==> config.mk <==
export PLATFORM = sky130hd
export DESIGN_NAME = pipelined_adder_sub
export DESIGN_NICKNAME = d
export VERILOG_FILES = /design/src/rtl/adder_pkg.sv /design/src/rtl/fa_chunk.sv /design/src/rtl/pipelined_adder_sub.sv
export SDC_FILE = /design/constraint.sdc
export NUM_CORES = 1
export LEC_CHECK = 0
export ABC_AREA = 1
export BUFFER_PORTS_ARGS = -buffer_cell sky130_fd_sc_hd__clkbuf_2
export CORE_MARGIN = 4
export CORE_UTILIZATION = 58
export CTS_CLUSTER_DIAMETER = 120
export DETAILED_ROUTE_END_ITERATION = 16
export PLACE_DENSITY_LB_ADDON = 0.25
export SLEW_MARGIN = 15
export SYNTH_ARGS = -nofsm -noshare
export SYNTH_HDL_FRONTEND = slang
export SYNTH_HIERARCHICAL = 1
export SYNTH_SLANG_ARGS = --single-unit
==> constraint.sdc <==
create_clock -name clk -period 1.94 [get_ports clk]
set_input_delay 0.097 -clock clk [delete_from_list [all_inputs] [get_ports clk]]
set_output_delay 0.097 -clock clk [all_outputs]
set_load 0.01 [all_outputs]
==> src/rtl/adder_pkg.sv <==
// rtl/adder_pkg.sv - shared constants and helpers for the pipelined add/subtract unit
package adder_pkg;

    localparam logic MODE_ADD = 1'b0;
    localparam logic MODE_SUB = 1'b1;

    // One CHUNK-wide slice is resolved per pipeline stage.
    function automatic int calc_stages(input int width, input int chunk);
        return width / chunk;
    endfunction

endpackage

==> src/rtl/fa_chunk.sv <==
// rtl/fa_chunk.sv - combinational W-bit full adder slice
module fa_chunk #(
    parameter int W = 4
) (
    input  logic [W-1:0] a,
    input  logic [W-1:0] b,
    input  logic         cin,
    output logic [W-1:0] s,
    output logic         cout
);

    assign {cout, s} = {1'b0, a} + {1'b0, b} + {{W{1'b0}}, cin};

endmodule

==> src/rtl/pipelined_adder_sub.sv <==
// rtl/pipelined_adder_sub.sv - pipelined add/subtract, one CHUNK slice per stage, valid/ready handshake
module pipelined_adder_sub
    import adder_pkg::*;
#(
    parameter int WIDTH = 16,
    parameter int CHUNK = 4
) (
    input  logic             clk,
    input  logic             rst_n,
    input  logic             in_valid,
    output logic             in_ready,
    input  logic [WIDTH-1:0] a,
    input  logic [WIDTH-1:0] b,
    input  logic             sub,
    output logic             out_valid,
    input  logic             out_ready,
    output logic [WIDTH-1:0] sum,
    output logic             cout,
    output logic             ovf
);

    localparam int STAGES = calc_stages(WIDTH, CHUNK);
    localparam int MSB    = WIDTH - 1;

    if (WIDTH % CHUNK != 0) begin : g_width_check
        $error("pipelined_adder_sub: WIDTH must be a multiple of CHUNK");
    end

    logic             adv;
    logic [WIDTH-1:0] b_eff;
    logic             carry_in;

    // The whole pipe moves as one; a stalled output freezes every stage.
    assign adv      = out_ready | ~out_valid;
    assign in_ready = adv;

    assign b_eff    = (sub == MODE_SUB) ? ~b : b;
    assign carry_in = (sub == MODE_SUB);

    for (genvar k = 0; k < STAGES; k++) begin : g_stage
        logic [WIDTH-1:0] a_q;
        logic [WIDTH-1:0] b_q;
        logic [WIDTH-1:0] s_q;
        logic             c_q;
        logic             v_q;

        logic [WIDTH-1:0] a_d;
        logic [WIDTH-1:0] b_d;
        logic [WIDTH-1:0] s_prev;
        logic [WIDTH-1:0] s_d;
        logic             c_d;
        logic             v_d;
        logic [CHUNK-1:0] slice_s;
        logic             slice_c;

        if (k == 0) begin : g_first
            assign a_d    = a;
            assign b_d    = b_eff;
            assign s_prev = '0;
            assign c_d    = carry_in;
            assign v_d    = in_valid;
        end else begin : g_next
            assign a_d    = g_stage[k-1].a_q;
            assign b_d    = g_stage[k-1].b_q;
            assign s_prev = g_stage[k-1].s_q;
            assign c_d    = g_stage[k-1].c_q;
            assign v_d    = g_stage[k-1].v_q;
        end

        fa_chunk #(
            .W(CHUNK)
        ) u_fa (
            .a    (a_d[k*CHUNK +: CHUNK]),
            .b    (b_d[k*CHUNK +: CHUNK]),
            .cin  (c_d),
            .s    (slice_s),
            .cout (slice_c)
        );

        // Earlier result slices ride along; this stage fills in its own slice.
        always_comb begin
            s_d                    = s_prev;
            s_d[k*CHUNK +: CHUNK]  = slice_s;
        end

        always_ff @(posedge clk or negedge rst_n) begin
            if (!rst_n) begin
                a_q <= '0;
                b_q <= '0;
                s_q <= '0;
                c_q <= 1'b0;
                v_q <= 1'b0;
            end else if (adv) begin
                a_q <= a_d;
                b_q <= b_d;
                s_q <= s_d;
                c_q <= slice_c;
                v_q <= v_d;
            end
        end
    end

    assign out_valid = g_stage[STAGES-1].v_q;
    assign sum       = g_stage[STAGES-1].s_q;
    assign cout      = g_stage[STAGES-1].c_q;
    // Signed overflow: operands share a sign that the result does not.
    assign ovf       = (g_stage[STAGES-1].a_q[MSB] == g_stage[STAGES-1].b_q[MSB]) &
                       (g_stage[STAGES-1].s_q[MSB] != g_stage[STAGES-1].a_q[MSB]);

endmodule

==> results.cfg, run 1 <==
[status]
outcome = finished, final reports clean

[detailed_routing]
wirelength_um = 8290
drtIter0Drc = 188
viasPerCell = 4.81
dr.pass1.iters = 4
wire_per_inst_um = 11.6
antenna_left = 0
routed-via-count = 3436
drc = 0

[global_routing]
grt_pass1_vias = 3381
grt.total_usage = 0.190
antenna_found_initial = 0
grt_pass1_wl_um = 15100
grt-ovfl-total = 0
grt_max_degree = 103

[critical_path]
path_cells = fa_1 > inv_1 > fa_1 > inv_1 > nand2_1 > nand2_1
r2r-start = g_stage[2].a_q[12]
cp_slowest_cell = fa_1
worst_ep_required_time_ps = 2240
worstReg2RegEnd = sum[13]
worstRegToRegCells = 6
arrival_ps = 1950
cp-startpoint = g_stage[2].a_q[12]
critPathMaxStageDelay_ps = 480
startpoint_type = flip-flop
path_class = flip-flop to flip-flop
crit_path_end = sum[13]
r2r_slack_ps = 290
end_kind = flip-flop
crit_fanout = 3

[yosys]
yosys_warnings = 6
synth_edf_count = 0
ys_ff_latch = 98
synth_nets = 602
synth_area_mm2 = 0.00465
synth_common_cells = 234 x nand2_1, 98 x dfrtp_1, 67 x inv_1
ys.flop_type = dfrtp_1
synth_top_area_frac = 0.528
synth_area_leaders = dfrtp_1 53%, nand2_1 19%, inv_1 5.4%
avgSynthCellArea_um2 = 8.52
yosys.area.top_type = dfrtp_1
synth_compound_area_frac = 0.0636
ys_seq_area_frac = 0.528
synthSimpleGateAreaFrac = 0.224
synth-xor-area-share = 0.0151
synth.area.mux_share = 0
synth_most_common_cell = nand2_1
synth_adder_area_share = 0.0668
syn_inst = 545
synth_cell_types = 19
synth_top_family_by_area = simple AND/OR/NAND/NOR gates
async_flop_share = 1.00

[timing]
final_max_slew_viol_count = 0
setup_viol = 0
tns_ps = 0
whs_ps = 16.0
fin_crit_sh = 0.849
tightest_slew_ps = 407
slew_headroom = 0.729
timing.fmax_mhz = 607
period_needed_ps = 1650
fin_worst_skew_ps = 11.4
rsz0062_at_grt = no
hold_viol = 0

[die]
initial_core_util = 0.598
dieArea_mm2 = 0.00951
num_io_pins = 57
rows = 32
die_w_um = 97.5
die_y_um = 97.5
core_mm2 = 0.00777

[clock_network]
cts_tree = done
path_clk_slew_ps = 90
clockRootBuffer = clkbuf_8
numCtsBuffers = 9
cts_sinks = 98
ctsHtreeMaxLevel = 3
clockBufferDepth = 2
clk_latency_ps = 350

[placement]
numPortBuffers = 56
gp_congestion = 0.815
dp_hpwl_um = 5640

[power_and_ir_drop]
power.density_mw_per_mm2 = 1490
finalPower_mw = 7.88
power_leakage_nw = 2.89
vdd_ir_drop_max_uv = 537

[finish]
num-nets-final = 664
area_growth_pct = 13.5
fillers = 669
diodes = 0
drive_gt1_frac = 0.129

[run]
cap_violations = 0

[min_path]
hp-class = primary input to flip-flop
hp-start = b[12]
## layout make-up
cell class                      instances  area (um2)  area share
Tap cell                              102         128      0.0242
Sequential cell                        98        2450       0.465
Multi-Input combinational cell        354        1720       0.326
Inverter                               69         259      0.0491
Clock buffer                           11         131      0.0249
Clock inverter                          5        86.3      0.0164
Timing Repair Buffer                   75         498      0.0944
## worst min-delay path by stage
stage | to | cells past startpoint
6_report | g_stage[0].b_q[12] | 4
3_5_place_dp | sum[4] | 1
2_1_floorplan | cout | 0
3_3_place_gp | sum[4] | 1
4_1_cts | g_stage[0].b_q[12] | 4
5_1_grt | g_stage[0].b_q[12] | 4
## metal layers
layer / track usage / part of all wire / up-vias
li1: - / - / 1779
met1: 0.263 / 0.48 / 1578
met3: 0.0337 / 0.035 / 16
met5: 0 / 0 / -
met2: 0.306 / 0.47 / 63
met4: 0.0596 / 0.014 / 0
## placed cells by master, fill, tap and decap left out
| master | count |
|---|---|
| nand2_1 | 234 |
| dfrtp_1 | 98 |
| inv_1 | 67 |
| clkbuf_2 | 55 |
| o21ai_0 | 49 |
| nand3_1 | 24 |
| dlygate4sd3_1 | 14 |
| ha_1 | 12 |
| clkbuf_8 | 9 |
| a21oi_1 | 8 |
| fa_1 | 8 |
| nor2_1 | 7 |
| xor2_1 | 4 |
| xnor2_1 | 4 |
| buf_4 | 3 |
| buf_12 | 3 |
| inv_2 | 2 |
| o21ai_1 | 2 |
| bufinv_16 | 2 |
| clkinv_4 | 2 |
| clkbuf_1 | 2 |
| nand2_2 | 1 |
| nor2_4 | 1 |
| inv_6 | 1 |
## registers in the layout, summed over array words and instances (netlist names)
signal / cells
cout: 1
g_stage.a_q: 25
g_stage.b_q: 25
g_stage.c_q: 3
g_stage.s_q: 24
g_stage.v_q: 3
out_valid: 1
sum: 16
## where the power goes
part	total (mW)	internal [mW]	switching [mW]	leakage, nW
registers	3.41	2.94	0.477	1.19
clock network	1.41	0.737	0.676	0.108
logic	3.06	1.22	1.83	1.60
total	7.88	4.89	2.99	2.89
## worst max-delay path, delay by kind of cell, from the launching register on
kind / cells / cell delay, ps
fa+ha+maj: 2 / 910
buf+inv: 2 / 160
flops: 1 / 410
simple gates: 2 / 120
## stage by stage
| stage | setup slack, ps | instances | utilization | instance area [um2] |
|---|---|---|---|---|
| global placement | 347 | 684 | 0.633 | 4910 |
| detailed placement | 312 | 684 | 0.633 | 4910 |
| CTS | 289 | 714 | 0.679 | 5270 |
| global route | 191 | 714 | 0.679 | 5270 |
| finish | 293 | 714 | 0.679 | 5270 |
| floorplan | 263 | 545 | - | 4650 |
## timing repair
action / 4_1_cts / 5_1_grt
hold buffers: 14 / 0
hold endpoints to repair: 40 / 0
setup buffers: 0 / 0
gates resized for setup: 0 / 0
## kinds of logic (layout without fill, tap and decap cells)
logic type                 count (synthesis)  count (layout)
xor gates and xnor gates                   8               8
DFF                                       98              98
adders and majority gates                 20              20
buffers and inverters                     93             160
and+or+nand+nor                          267             267
AOI/OAI and AO/OA                         59              59
(Power assumes the default switching activity.)
==> run 2, diff against run 1 <==
==> constraint.sdc (replaced) <==
create_clock -name clk -period 1.7 [get_ports clk]
set_input_delay 0.085 -clock clk [delete_from_list [all_inputs] [get_ports clk]]
set_output_delay 0.085 -clock clk [all_outputs]
set_load 0.01 [all_outputs]
==> run 2 against run 1 <==
Setup slack got worse by 220 ps. Count of clock-buffer cells in the layout unchanged. Hold slack got worse by 3.5 ps. Sequential cell count unchanged. Total power increased by 11%. Combinational power increased by 14%. Cell area about the same. Register-to-register slack got worse by 220 ps. Critical endpoint unchanged. Largest cell class unchanged.
==> results.cfg, run 2 (synthesis results as in run 1) <==
[status]
outcome = finished, final reports clean

[die]
core_mm2 = 0.00777
dieArea_mm2 = 0.00951
num_io_pins = 57
die_w_um = 97.5
initial_core_util = 0.598
rows = 32
die_y_um = 97.5

[critical_path]
r2r_slack_ps = 70
worstReg2RegEnd = sum[13]
end_kind = flip-flop
worst_ep_required_time_ps = 2010
startpoint_type = flip-flop
path_class = flip-flop to flip-flop
arrival_ps = 1930
worstRegToRegCells = 6
crit_fanout = 3
cp-startpoint = g_stage[2].a_q[12]
r2r-start = g_stage[2].a_q[12]
crit_path_end = sum[13]

[power_and_ir_drop]
power.density_mw_per_mm2 = 1660
finalPower_mw = 8.74
vdd_ir_drop_max_uv = 575
power_leakage_nw = 2.89

[timing]
rsz0062_at_grt = no
fin_worst_skew_ps = 9.54
setup_viol = 0
setup_slack_ps = 72.3
fin_crit_sh = 0.957
hold_viol = 0
tightest_slew_ps = 514
tns_ps = 0
whs_ps = 12.5
period_needed_ps = 1630
slew_headroom = 0.657
final_max_slew_viol_count = 0
timing.fmax_mhz = 614

[run]
cap_violations = 0

[global_routing]
grt_pass1_vias = 3399
antenna_found_initial = 0
grt-ovfl-total = 0
grt_max_degree = 103
grt_pass1_wl_um = 14700
grt.total_usage = 0.187

[finish]
fin_util = 0.679
fillers = 648
num-nets-final = 668
layout_commonest_cell = nand2_1
reg_top3 = g_stage.a_q x25, g_stage.b_q x25, g_stage.s_q x24
area_growth_pct = 13.5
diodes = 0
layout_common_cells = 234 x nand2_1, 98 x dfrtp_1, 67 x inv_1
drive_gt1_frac = 0.133

[detailed_routing]
drc = 0
dr.pass1.iters = 5
drtIter0Drc = 168
antenna_left = 0
wirelength_um = 8100
viasPerCell = 4.78
routed-via-count = 3431
wire_per_inst_um = 11.3

[clock_network]
numCtsBuffers = 9
cts_sinks = 98
clockBufferDepth = 2
cts_tree = done
clockRootBuffer = clkbuf_8
clk_latency_ps = 360
post-cts-setup-buffers = 0
ctsHtreeMaxLevel = 3
path_clk_slew_ps = 100

[placement]
dp_slack_ps = 72.0
gp_congestion = 0.821
numPortBuffers = 56
dp_hpwl_um = 5530

[min_path]
hp-class = primary input to flip-flop
min_path_cells = 4
-- run 2: worst min path at each step --
| stage | startpoint | end | slack [ps] |
|---|---|---|---|
| after floorplan | rst_n | cout | -210 |
| after global placement | rst_n | sum[4] | 90 |
| after detailed placement | rst_n | sum[4] | 100 |
| after CTS | b[7] | g_stage[0].b_q[7] | 3 |
| after global routing | b[6] | g_stage[0].b_q[6] | 20 |
| final | b[11] | g_stage[0].b_q[11] | 10 |
-- run 2: area by class of cell --
type / instances / area [um2] / area share
Clock buffer: 11 / 141 / 0.0268
Multi-Input combinational cell: 354 / 1720 / 0.326
Inverter: 69 / 259 / 0.0491
Sequential cell: 98 / 2450 / 0.465
Tap cell: 102 / 128 / 0.0242
Timing Repair Buffer: 79 / 536 / 0.102
Clock inverter: 5 / 38.8 / 0.00735
-- run 2: report_power, final --
| part | total, mW | leakage, nW | switching [mW] | internal [mW] |
|---|---|---|---|---|
| logic | 3.48 | 1.61 | 2.08 | 1.40 |
| registers | 3.89 | 1.19 | 0.541 | 3.35 |
| clock network | 1.37 | 0.0899 | 0.789 | 0.581 |
| total | 8.74 | 2.89 | 3.41 | 5.33 |
-- run 2: routing by layer --
layer | track usage | up-vias | part of all wire
li1 | - | 1790 | -
met1 | 0.252 | 1581 | 0.49
met2 | 0.303 | 51 | 0.46
met3 | 0.0409 | 9 | 0.036
met4 | 0.0618 | 0 | 0.014
met5 | 0 | - | 0
-- run 2: critical path: stages (launching register included) --
cell and delay (ps):
dfrtp_1 410, fa_1 470, inv_1 100, fa_1 410
inv_1 60, nand2_1 50, nand2_1 80
-- run 2: stage by stage --
| step | cells | instance area (um2) |
|---|---|---|
| 3_5_place_dp | 685 | 4920 |
| 4_1_cts | 718 | 5270 |
| 6_report | 718 | 5280 |
| 3_3_place_gp | 685 | 4920 |
| 5_1_grt | 718 | 5280 |
| 2_1_floorplan | 545 | 4650 |
-- run 2: timing repair --
| item | CTS | global route |
|---|---|---|
| endpoints found under the hold margin | 55 | 0 |
| gates resized for setup | 0 | 1 |
| setup endpoints to repair | 0 | 1 |
| hold buffers | 17 | 0 |
